## src/rtl/i32_mul_arbiter.sv

```systemverilog
// Round-robin arbiter sharing one external pipelined 32-bit multiplier among NUM_REQ requesters.
// A tag pipeline matched to MUL_LATENCY routes each product back to the requester that issued it.
module i32_mul_arbiter #(
    parameter int unsigned NUM_REQ     = 4,
    parameter int unsigned MUL_LATENCY = 4
) (
    input  logic                      clk,
    input  logic                      rst_n,
    input  logic [NUM_REQ-1:0]        req_valid,
    input  logic [NUM_REQ-1:0][31:0]  req_a,
    input  logic [NUM_REQ-1:0][31:0]  req_b,
    output logic [NUM_REQ-1:0]        req_ready,
    output logic [NUM_REQ-1:0]        resp_valid,
    output logic [31:0]               resp_data,
    output logic [31:0]               mul_in1,
    output logic [31:0]               mul_in2,
    output logic                      mul_tstart,
    input  logic [31:0]               mul_out,
    output logic [3:0]                in_flight
);

    localparam int unsigned IDX_W = $clog2(NUM_REQ);

    logic [IDX_W-1:0]                  r_ptr;
    logic [MUL_LATENCY-1:0]            r_tag_v;
    logic [MUL_LATENCY-1:0][IDX_W-1:0] r_tag_idx;
    logic [3:0]                        r_in_flight;

    logic                              w_issue;
    logic [IDX_W-1:0]                  w_grant_idx;
    logic                              w_resp;
    logic [IDX_W-1:0]                  w_resp_idx;

    // First valid requester at or above the pointer, wrapping past NUM_REQ-1.
    always_comb begin
        int unsigned cand;
        w_issue     = 1'b0;
        w_grant_idx = '0;
        cand        = 0;
        for (int unsigned k = 0; k < NUM_REQ; k++) begin
            cand = 32'(r_ptr) + k;
            if (cand >= NUM_REQ) cand = cand - NUM_REQ;
            if (!w_issue && req_valid[IDX_W'(cand)]) begin
                w_issue     = 1'b1;
                w_grant_idx = IDX_W'(cand);
            end
        end
    end

    always_comb begin
        req_ready  = '0;
        mul_in1    = '0;
        mul_in2    = '0;
        mul_tstart = 1'b0;
        if (w_issue) begin
            req_ready[w_grant_idx] = 1'b1;
            mul_in1                = req_a[w_grant_idx];
            mul_in2                = req_b[w_grant_idx];
            mul_tstart             = 1'b1;
        end
    end

    assign w_resp     = r_tag_v[MUL_LATENCY-1];
    assign w_resp_idx = r_tag_idx[MUL_LATENCY-1];

    always_comb begin
        resp_valid = '0;
        resp_data  = '0;
        if (w_resp) begin
            resp_valid[w_resp_idx] = 1'b1;
            resp_data              = mul_out;
        end
    end

    always_ff @(posedge clk or negedge rst_n) begin
        if (!rst_n) begin
            r_ptr <= '0;
        end else if (w_issue) begin
            if (w_grant_idx == IDX_W'(NUM_REQ - 1)) r_ptr <= '0;
            else                                    r_ptr <= w_grant_idx + 1'b1;
        end
    end

    // Tags shift unconditionally; there is no stall path anywhere in the pipe.
    always_ff @(posedge clk or negedge rst_n) begin
        if (!rst_n) begin
            r_tag_v   <= '0;
            r_tag_idx <= '0;
        end else begin
            r_tag_v[0]   <= w_issue;
            r_tag_idx[0] <= w_grant_idx;
            for (int unsigned s = 1; s < MUL_LATENCY; s++) begin
                r_tag_v[s]   <= r_tag_v[s-1];
                r_tag_idx[s] <= r_tag_idx[s-1];
            end
        end
    end

    always_ff @(posedge clk or negedge rst_n) begin
        if (!rst_n) begin
            r_in_flight <= '0;
        end else begin
            case ({w_issue, w_resp})
                2'b10:   r_in_flight <= r_in_flight + 4'd1;
                2'b01:   r_in_flight <= r_in_flight - 4'd1;
                default: r_in_flight <= r_in_flight;
            endcase
        end
    end

    assign in_flight = r_in_flight;

endmodule

```

## config.mk

```make
export PLATFORM = sky130hd
export DESIGN_NAME = i32_mul_arbiter
export DESIGN_NICKNAME = d
export VERILOG_FILES = /design/src/rtl/i32_mul_arbiter.sv
export SDC_FILE = /design/constraint.sdc
export NUM_CORES = 1
export LEC_CHECK = 0
export CELL_PAD_IN_SITES_DETAIL_PLACEMENT = 1
export CELL_PAD_IN_SITES_GLOBAL_PLACEMENT = 2
export CORE_ASPECT_RATIO = 0.8
export CORE_UTILIZATION = 12
export CTS_BUF_LIST = sky130_fd_sc_hd__clkbuf_4 sky130_fd_sc_hd__clkbuf_8 sky130_fd_sc_hd__clkbuf_16
export DETAILED_ROUTE_END_ITERATION = 16
export GPL_TIMING_DRIVEN = 0
export PLACE_DENSITY_LB_ADDON = 0.1
export SYNTH_ARGS = -nofsm -noshare
export SYNTH_HDL_FRONTEND = slang
export SYNTH_SLANG_ARGS = --single-unit
```

## constraint.sdc

```tcl
create_clock -name clk -period 3.75 [get_ports clk]
set_clock_uncertainty 0.05 [all_clocks]
set_input_delay 0.9375 -clock clk [delete_from_list [all_inputs] [get_ports clk]]
set_output_delay 0.9375 -clock clk [all_outputs]
set_load 0.01 [all_outputs]
```

# After elaboration in Yosys (flattened, before gate mapping)
# Index checks and enable logic that the tools add are counted.
[word_totals] latch_bits=0 reg_bits=18 ramBits=0 output_inout_bits=109 romBits=0 word_cells=77 memories=0
[classes] n_lt_le_gt_ge=12 div=0 n_mul=0 n_addsub=10 n_eq_ne=3 n_reduce_logical=9 shift=0 bitwise_logic=0 mux=36
[ops] op="32-bit 2-to-1 mux" count=5
[ops] op="32-bit binary-select mux with 2-bit select" count=2
[ops] op="2-bit by 3-bit < comparator with 1-bit output, second input constant" count=6
[ops] op="2-bit 2-to-1 mux" count=9
[ops] op="1-bit 2-to-1 mux" count=11
[ops] op="3-bit >= comparator, second input constant" count=3
[ops] op="1-bit binary-select mux with 2-bit select" count=4
[ops] op="4-bit 2-to-1 mux" count=2
[ops] op="4-bit one-hot mux with 2 select lines" count=1
[ops] op="2-bit by 1-bit subtractor with 2-bit output, second input constant" count=4
[ops] op="2-bit by 2-bit adder with 3-bit output, second input constant" count=2
[ops] op="1-bit logical AND" count=5
[ops] op="4-bit by 1-bit adder with 4-bit output, second input constant" count=1
[ops] op="1-bit demux with 2-bit select" count=2
[ops] op="2-bit equality test, second input constant" count=2
[ops] op="2-bit by 1-bit >= comparator with 1-bit output, second input constant" count=2
[ops] op="4-bit by 1-bit subtractor with 4-bit output, second input constant" count=1
[ops] op="2-bit by 1-bit adder with 3-bit output, second input constant" count=1
[ops] op="2-bit by 3-bit >= comparator with 1-bit output, second input constant" count=1
[ops] op="1-bit zero test" count=3
[ops] op="2-bit by 1-bit adder with 2-bit output, second input constant" count=1
[ops] op="2-bit by 1-bit equality test with 1-bit output, second input constant" count=1
[ops] op="2-bit nonzero test" count=1

# Longest topological paths before layout
[depth] word_depth=19 depth_mapped=10

# Worst setup path before layout
# Ideal clock, no wire load.
[synth_timing] path_kind="input-to-output" start="in req_valid[0]" end="out req_ready[0]" setup_slack_ns=0.698 path_buffers=3 cell_stages=9 arrival_ns=2.065 cell_sequence="a21oi_2 -> o21ai_1 -> o2bb2a_4 -> buf_6 -> buf_12 -> buf_8 -> inv_1 -> ha_1 -> and2_1"
[synth_between] elab_chain_cells=17 elab_cells_between_ends=28
[synth_rtl] item="from (decl)" line="9" rtl="input logic [NUM_REQ-1:0] req_valid,"
[synth_rtl] item="1-bit binary-select mux with 2-bit select" line="43" rtl="if (!w_issue && req_valid[IDX_W'(cand)]) begin"
[synth_rtl] item="1-bit 2-to-1 mux (not written as such)" line="43"
[synth_rtl] item="1-bit 2-to-1 mux" line="43"
[synth_rtl] item="1-bit zero test" line="43"
[synth_rtl] item="1-bit logical AND" line="43"
[synth_rtl] item="1-bit 2-to-1 mux" line="43"
[synth_rtl] item="1-bit zero test" line="43"
[synth_rtl] item="1-bit logical AND" line="43"
[synth_rtl] item="(+2 left out)"
[synth_rtl] item="1-bit logical AND" line="43"
[synth_rtl] item="2-bit 2-to-1 mux (*)" line="43"
[synth_rtl] item="named net w_grant_idx[1]" line="30" rtl="logic [IDX_W-1:0] w_grant_idx;"
[synth_rtl] item="2-bit by 3-bit < comparator with 1-bit output (not written as such) or 2-bit by 1-bit >= comparator with 1-bit output (tied branches)" line="56" rtl="req_ready[w_grant_idx] = 1'b1;"
[synth_rtl] item="1-bit logical AND (not written as such)" line="56"
[synth_rtl] item="1-bit 2-to-1 mux (not written as such)" line="56"
[synth_rtl] item="1-bit demux with 2-bit select (*)" line="56"
[synth_rtl] item="4-bit 2-to-1 mux (*)" line="55" rtl="if (w_issue) begin"
[synth_rtl] item="to (decl)" line="12" rtl="output logic [NUM_REQ-1:0] req_ready,"
# The timed path passes the listed nets; every way through them passes the cells marked *. The select of a mux whose other input is x is not followed.

# Worst setup path in the final report
[layout_timing] start="in req_valid[1]" end="out mul_in2[24]"
[layout_between] elab_chain_cells=15 elab_cells_between_ends=25
[layout_rtl] item="1-bit binary-select mux with 2-bit select" line="43"
[layout_rtl] item="1-bit 2-to-1 mux (not written as such)" line="43"
[layout_rtl] item="1-bit 2-to-1 mux" line="43"
[layout_rtl] item="1-bit zero test" line="43"
[layout_rtl] item="1-bit logical AND" line="43"
[layout_rtl] item="1-bit 2-to-1 mux" line="43"
[layout_rtl] item="1-bit zero test" line="43"
[layout_rtl] item="1-bit logical AND" line="43"
[layout_rtl] item="1-bit 2-to-1 mux" line="43"
[layout_rtl] item="1-bit zero test" line="43"
[layout_rtl] item="1-bit logical AND" line="43"
[layout_rtl] item="2-bit 2-to-1 mux" line="43"
[layout_rtl] item="32-bit binary-select mux with 2-bit select" line="58" rtl="mul_in2 = req_b[w_grant_idx];"
[layout_rtl] item="32-bit 2-to-1 mux (not written as such)" line="58"
[layout_rtl] item="32-bit 2-to-1 mux (*)" line="55"
[layout_rtl] item="to (decl)" line="16" rtl="output logic [31:0] mul_in2,"
# Mark *: on every way between the ends. The rest lies on a longest branch, timed or not. The select of a mux whose other input is x is not followed.

==> flow_metrics.py <==
metrics = {
    "worst_setup_path": {
        "critPathLaunchType": "input pin",
        "critical_path_class": "input pin to primary output",
        "reg2regPathDepth": 9,
        "rr_endpoint": "r_ptr[1]",
        "critPathBufInv": 6,
        "path_delay_family": "buffers and inverters",
        "cp.required_ps": 2760,
        "cp_slowest_stage_delay_ps": 240,
        "r2r_slack_ps": 1730,
        "cp.arrival_ps": 2740,
        "endpoint_kind": "primary output",
        "cp-startpoint": "req_valid[1]",
        "path_cells": "clkdlybuf4s15_2 -> a21oi_2 -> o21ai_1 -> o2bb2a_4 -> buf_6 -> buf_12 -> buf_8 -> buf_12 -> mux2i_1 -> o22ai_1 -> clkdlybuf4s15_2",
        "crit_slowest_cell": "clkdlybuf4s15_2",
        "reg2reg_from": "r_ptr[1]",
        "crit_path_max_fanout": 10,
    },
    "clocking": {
        "cts-htree-levels": 1,
        "root_buffer": "clkbuf_16",
        "cts_made_buffers": 3,
        "clk_latency_ps": 250,
        "cts.path.max_buffers": 2,
        "cts_tree": "built",
        "cts_hold_buf": 0,
        "clock-sinks": 18,
        "clk_pin_slew_worst_paths_ps": 50,
    },
    "routing": {
        "drt-initial-drc-count": 69,
        "drtAntennaViolNets": 0,
        "highest_layer": "met4",
        "wl_met2_um": 11800,
        "vias": 4351,
        "met1Wirelength_um": 7470,
        "viasPerCell": 4.10,
        "wirelength_um": 21100,
        "drc_errors": 0,
        "wl_per_cell_um": 19.9,
        "dr.pass1.iters": 4,
        "wl_met3_um": 1720,
    },
    "logic_synthesis": {
        "synth_edf_count": 0,
        "ys.flop_type": "dfrtp_1",
        "synth_area_sq_um": 3050,
        "synth_seq_cells": 18,
        "yosys.area.top_type": "mux2i_1",
        "yosys_warnings": 0,
        "synthTopCellsByCount": "130 x mux2i_1, 65 x o22ai_1, 36 x and2_1",
        "async_flop_share": 1.00,
        "ys_seq_area_frac": 0.148,
        "synth.distinct_cells": 31,
        "synth_top_area_frac": 0.427,
        "ys_top_cells_by_area": "mux2i_1 43%, dfrtp_1 15%, o22ai_1 13%",
        "syn-num-nets": 629,
        "syn_area_per_cell_sq_um": 9.28,
        "yosysMostFrequentCell": "mux2i_1",
        "postSynthCellCount": 328,
    },
    "place": {
        "placed_cells": 1048,
        "globalplace.congestion": 0.778,
        "io_buffers": 402,
        "placed_area_sq_um": 7470,
        "dp_slack_ps": -1240,
        "dp_hpwl_um": 18400,
    },
    "floorplanning": {
        "ios": 403,
        "start_util": 0.124,
        "die_h_um": 144,
        "std_cell_rows": 51,
        "die_area_sq_um": 26000,
        "core-area_sq_um": 24600,
        "fp.dieW_um": 180,
    },
    "sta": {
        "fmax_mhz": 268,
        "hold_violations": 0,
        "drv_slew": 0,
        "setup_viol": 0,
        "worst_slack_ps": 19.7,
        "fin_tns_setup_ps": 0,
        "finalCritPeriodShare": 0.995,
        "tightest_slew_ps": 773,
        "min_period_ps": 3730,
        "rsz0062_at_grt": "true",
        "slew_headroom": 0.483,
    },
    "power": {
        "peakVddDrop_mv": 0.165,
        "p_per_area_nw_per_um2": 429,
        "power_leakage_uw": 0.00321,
    },
    "global_route": {
        "grtUsageTotal": 0.151,
        "grt_pass1_vias": 4870,
        "antenna_found_initial": 0,
        "grt_pass1_wl_um": 29900,
        "grt_max_degree": 19,
        "overflow": 0,
    },
    "cells_and_area": {
        "nNetsFinal": 1044,
        "final_area_sq_um": 7600,
        "fin_util": 0.308,
        "n_fill_cell": 2872,
        "final_cells": 1061,
        "drive_gt1_frac": 0.128,
        "syn2layout_area_growth_pct": 149,
    },
    "worst_hold_path": {
        "hold_class": "flip-flop to flip-flop",
        "min_path_cells": 0,
        "holdPathEnd": "r_tag_v[2]",
        "min-delay-start": "r_tag_v[1]",
    },
    "status": {
        "status": "completed",
    },
    "run": {
        "maxCapViolCount": 0,
    },
}
==> worst max path at each step <==
stage / slack, ps / endpoint / depth (start not counted)
after floorplan: 700 / req_ready[0] / 9
after global placement: -1230 / mul_in2[1] / 8
after detailed placement: -1240 / mul_in2[1] / 8
after CTS: -150 / mul_in1[9] / 9
after global routing: -80 / mul_in2[24] / 11
final: 20 / mul_in2[24] / 11
==> per-layer routing <==
layer / up-vias / global-route usage
li1: 2080 / -
met1: 2038 / 0.153
met2: 225 / 0.312
met3: 8 / 0.0448
met4: 0 / 0.0184
met5: - / 0
==> report_power, final <==
group / switching (uW) / internal, uW / total (uW) / leakage [uW]
clock: 67.8 / 162 / 230 / 0.0000442
sequential: 50.6 / 257 / 308 / 0.000202
combinational: 1280 / 1440 / 2720 / 0.00296
total: 1400 / 1860 / 3260 / 0.00321
==> state kept, by name, summed over array words and instances, names as in the netlist <==
signal      count
in_flight       4
r_ptr           2
r_tag_idx       6
r_tag_v         4
w_resp_idx      2
==> stage by stage <==
stage	power, uW	hold WS [ps]
2_1_floorplan	1720	281
3_3_place_gp	3160	281
3_5_place_dp	3170	286
4_1_cts	3360	298
5_1_grt	3500	307
6_report	3260	295
==> cell type report <==
| type | count | area (sq um) | area share |
|---|---|---|---|
| antenna | 1 | 2.50 | 0.000329 |
| buffer | 32 | 355 | 0.0468 |
| clock buffer | 4 | 88.8 | 0.0117 |
| inverter | 5 | 18.8 | 0.00247 |
| multi-input combinational | 273 | 2360 | 0.310 |
| sequential | 18 | 450 | 0.0593 |
| tap | 318 | 398 | 0.0524 |
| timing repair buffer | 410 | 3930 | 0.517 |
==> cells in the final DEF, fill, tap and decap left out, drive strengths merged <==
cell type      Yosys  final
clkdlybuf4s50      0    330
mux2i            130    130
o22ai             65     65
clkbuf            17     45
and2              36     36
dlygate4sd2        0     32
buf               15     29
dfrtp             18     18
clkdlybuf4s15      0      8
ha                 7      7
a21oi              6      6
inv                5      5
xor2               4      4
nor2               4      4
nand2              3      3
nand3b             3      3
o21ai              3      3
nor3b              2      2
mux2               2      2
dlymetal6s2s       0      2
diode              0      1
nor4               1      1
a211o              1      1
o2bb2a             1      1
a22oi              1      1
and3b              1      1
and3               1      1
xnor2              1      1
nand2b             1      1
==> cell families (layout without fill, tap and decap cells) <==
family,count (synthesis),in the layout,synth area share
DFF,18,18,0.148
xor gates and xnor gates,5,5,0.0144
adders and majority gates,7,7,0.0288
other,0,1,0
AOI/OAI and AO/OA,77,77,0.161
buffers and inverters,37,451,0.109
muxes,132,132,0.435
and+or+nand+nor,52,52,0.104
==> worst reg2reg max path: stages (launching register included) <==
cell	delay [ps]
dfrtp_1	370
buf_6	140
a21oi_2	150
o21ai_1	90
o2bb2a_4	210
buf_6	100
buf_12	160
buf_12	140
ha_1	220
mux2_2	270
==> timing repair <==
item / CTS / global route
setup endpoints to repair: 69 / 46
pin swaps: 1 / 1
resized for setup: 137 / 55
setup buffers: 6 / 2
No activity file was read; power rests on OpenSTA's default activity.
==> edit (same settings) <==
Set the parameter `MUL_LATENCY` to 6 (it was 4).
--- a/src/rtl/i32_mul_arbiter.sv
+++ b/src/rtl/i32_mul_arbiter.sv
@@ -2,7 +2,7 @@
 // A tag pipeline matched to MUL_LATENCY routes each product back to the requester that issued it.
 module i32_mul_arbiter #(
     parameter int unsigned NUM_REQ     = 4,
-    parameter int unsigned MUL_LATENCY = 4
+    parameter int unsigned MUL_LATENCY = 6
 ) (
     input  logic                      clk,
     input  logic                      rst_n,
Check against the original RTL: not equivalent (Yosys sat finds a counterexample within 10 cycles, from zero or initial values and one cycle with rst_n low).
==> edit against the original RTL <==
- synthesized area grew 4.9%
- final area is 3.8% higher
- synthesized cell count rose by 1.8%
- worst hold slack gained 0.0017 ns
- core utilization fell by 0.73 points
- critical path depth down 1
- sequential cell count up 6
- total power rose by 5.5%
- wire length down 0.29%
- setup slack gained 0.076 ns
- die area is 4.9% higher
- largest cell class unchanged
==> edit: results (changes against the original RTL) <==
Worst IR Drop VDD = 0.2050 mV (+24%)
initial antenna violation count = 0 (unchanged)
min-delay worst type = reg2reg
Reg2Reg Depth = 9 (unchanged)
synthesized instance count = 334 (+1.8%)
gpl congestion = 0.7248 (-6.8%)
total CTS buffers = 3 (unchanged)
critical path's slowest cell = dlygate4sd2_1
DR iter-0 viols = 40 (-42%)
antenna cell count = 0 (-1)
clk_lat worst skew = 0.26 ns
dpl hpwl = 17880 µm (-3.0%)
max incr delay on CP = 0.31 ns (+0.07 ns)
Tot GR Track Use = 14.41% (-0.71 points)
cts repair resizes = 107 (-22%)
number of synthesis warnings = 0 (unchanged)
part of the Yosys area used for sequential elements = 18.79% (+4.0 points)
outcome = complete, no violations
Hold Crit Start = r_tag_v[4]
Via density = 3.995 (-2.6%)
Root Driver = clkbuf_16
proportion of layout cells with a drive suffix above 1 = 8.032% (-4.8 points)
Fin Hold WS = 0.2971 ns (+0.001711 ns)
Setup WS pre-CTS = -1.397 ns (-0.1550 ns)
max FFs per register = 10 (+4)
vias in the first global route = 4862 (-0.16%)
Post-CTS Setup Repair Bufs = 5 (-1)
Post-Synthesis Net Count = 635 (+0.95%)
Critical path origin = req_valid[1]
fillers = 3005 (+4.6%)
CTS Buffer Depth = 2 (unchanged)
Arr. time, crit path = 2.67 ns (-0.07 ns)
Lkg Pwr = 3.354 nW (+4.6%)
met2 Use GR = 28.79% (-2.4 points)
Vias = 4411 (+1.4%)
placed cell areas = 7666 µm² (+2.7%)
Nets = 1049 (+0.48%)
CP max FO = 10 (unchanged)
Setup crit end = mul_in2[22]
drt total wl = 21080 µm (-0.29%)
H-tree depth = 1 (unchanged)
hold endpoint = r_tag_v[5]
worst setup margin = 0.09601 ns (+0.07632 ns)
met1 GRT Util = 15.54% (+0.23 points)
largest net degree at the start of global routing = 25 (+6)
met3 Usage GRT = 3.572% (-0.91 points)
Synth area leaders = mux2i_1 (41%), dfrtp_1 (19%), o22ai_1 (13%)
family with the most delay on the worst path = buffers and inverters
Worst-Margin Slew = 1.051 ns (+0.2775 ns)
first-pass GRT wire length = 29770 µm (-0.32%)
Post-synth top cells = mux2i_1 (130), o22ai_1 (65), and2_1 (36), dfrtp_1 (24), clkbuf_1 (14)
fraction of registers with async set or reset after synthesis = 100.0% (unchanged)
-- edit: report_power, final --
| part | switching, W | internal [W] |
|---|---|---|
| sequential | 0.0000537 | 0.000337 |
| combinational | 0.00127 | 0.00148 |
| clock | 0.0000900 | 0.000212 |
| total | 0.00141 | 0.00203 |
-- edit: area by class of cell --
class	count	area (µm²)	area share, %
Buffer	32	359.1	4.553
Clock inverter	1	30.03	0.3807
Inverter	5	18.77	0.2379
Sequential cell	24	600.6	7.614
Timing Repair Buffer	409	4054	51.40
Clock buffer	3	75.07	0.9518
Multi-Input combinational cell	273	2303	29.20
Tap cell	357	446.7	5.663
-- edit: cell families after synthesis --
kind of cell	count (synthesis)	share of synthesized area, %
compound gates	77	15.39
xor+xnor	5	1.370
fa+ha+maj	7	2.741
buf+inv	37	10.38
flops	24	18.79
mux	132	41.43
simple gates	52	9.906
-- edit: per-layer routing --
metal	up-vias	part of all wire [%]
li1	2088	-
met1	2105	37
met2	214	55
met3	4	7.8
met4	0	0.22
met5	-	0
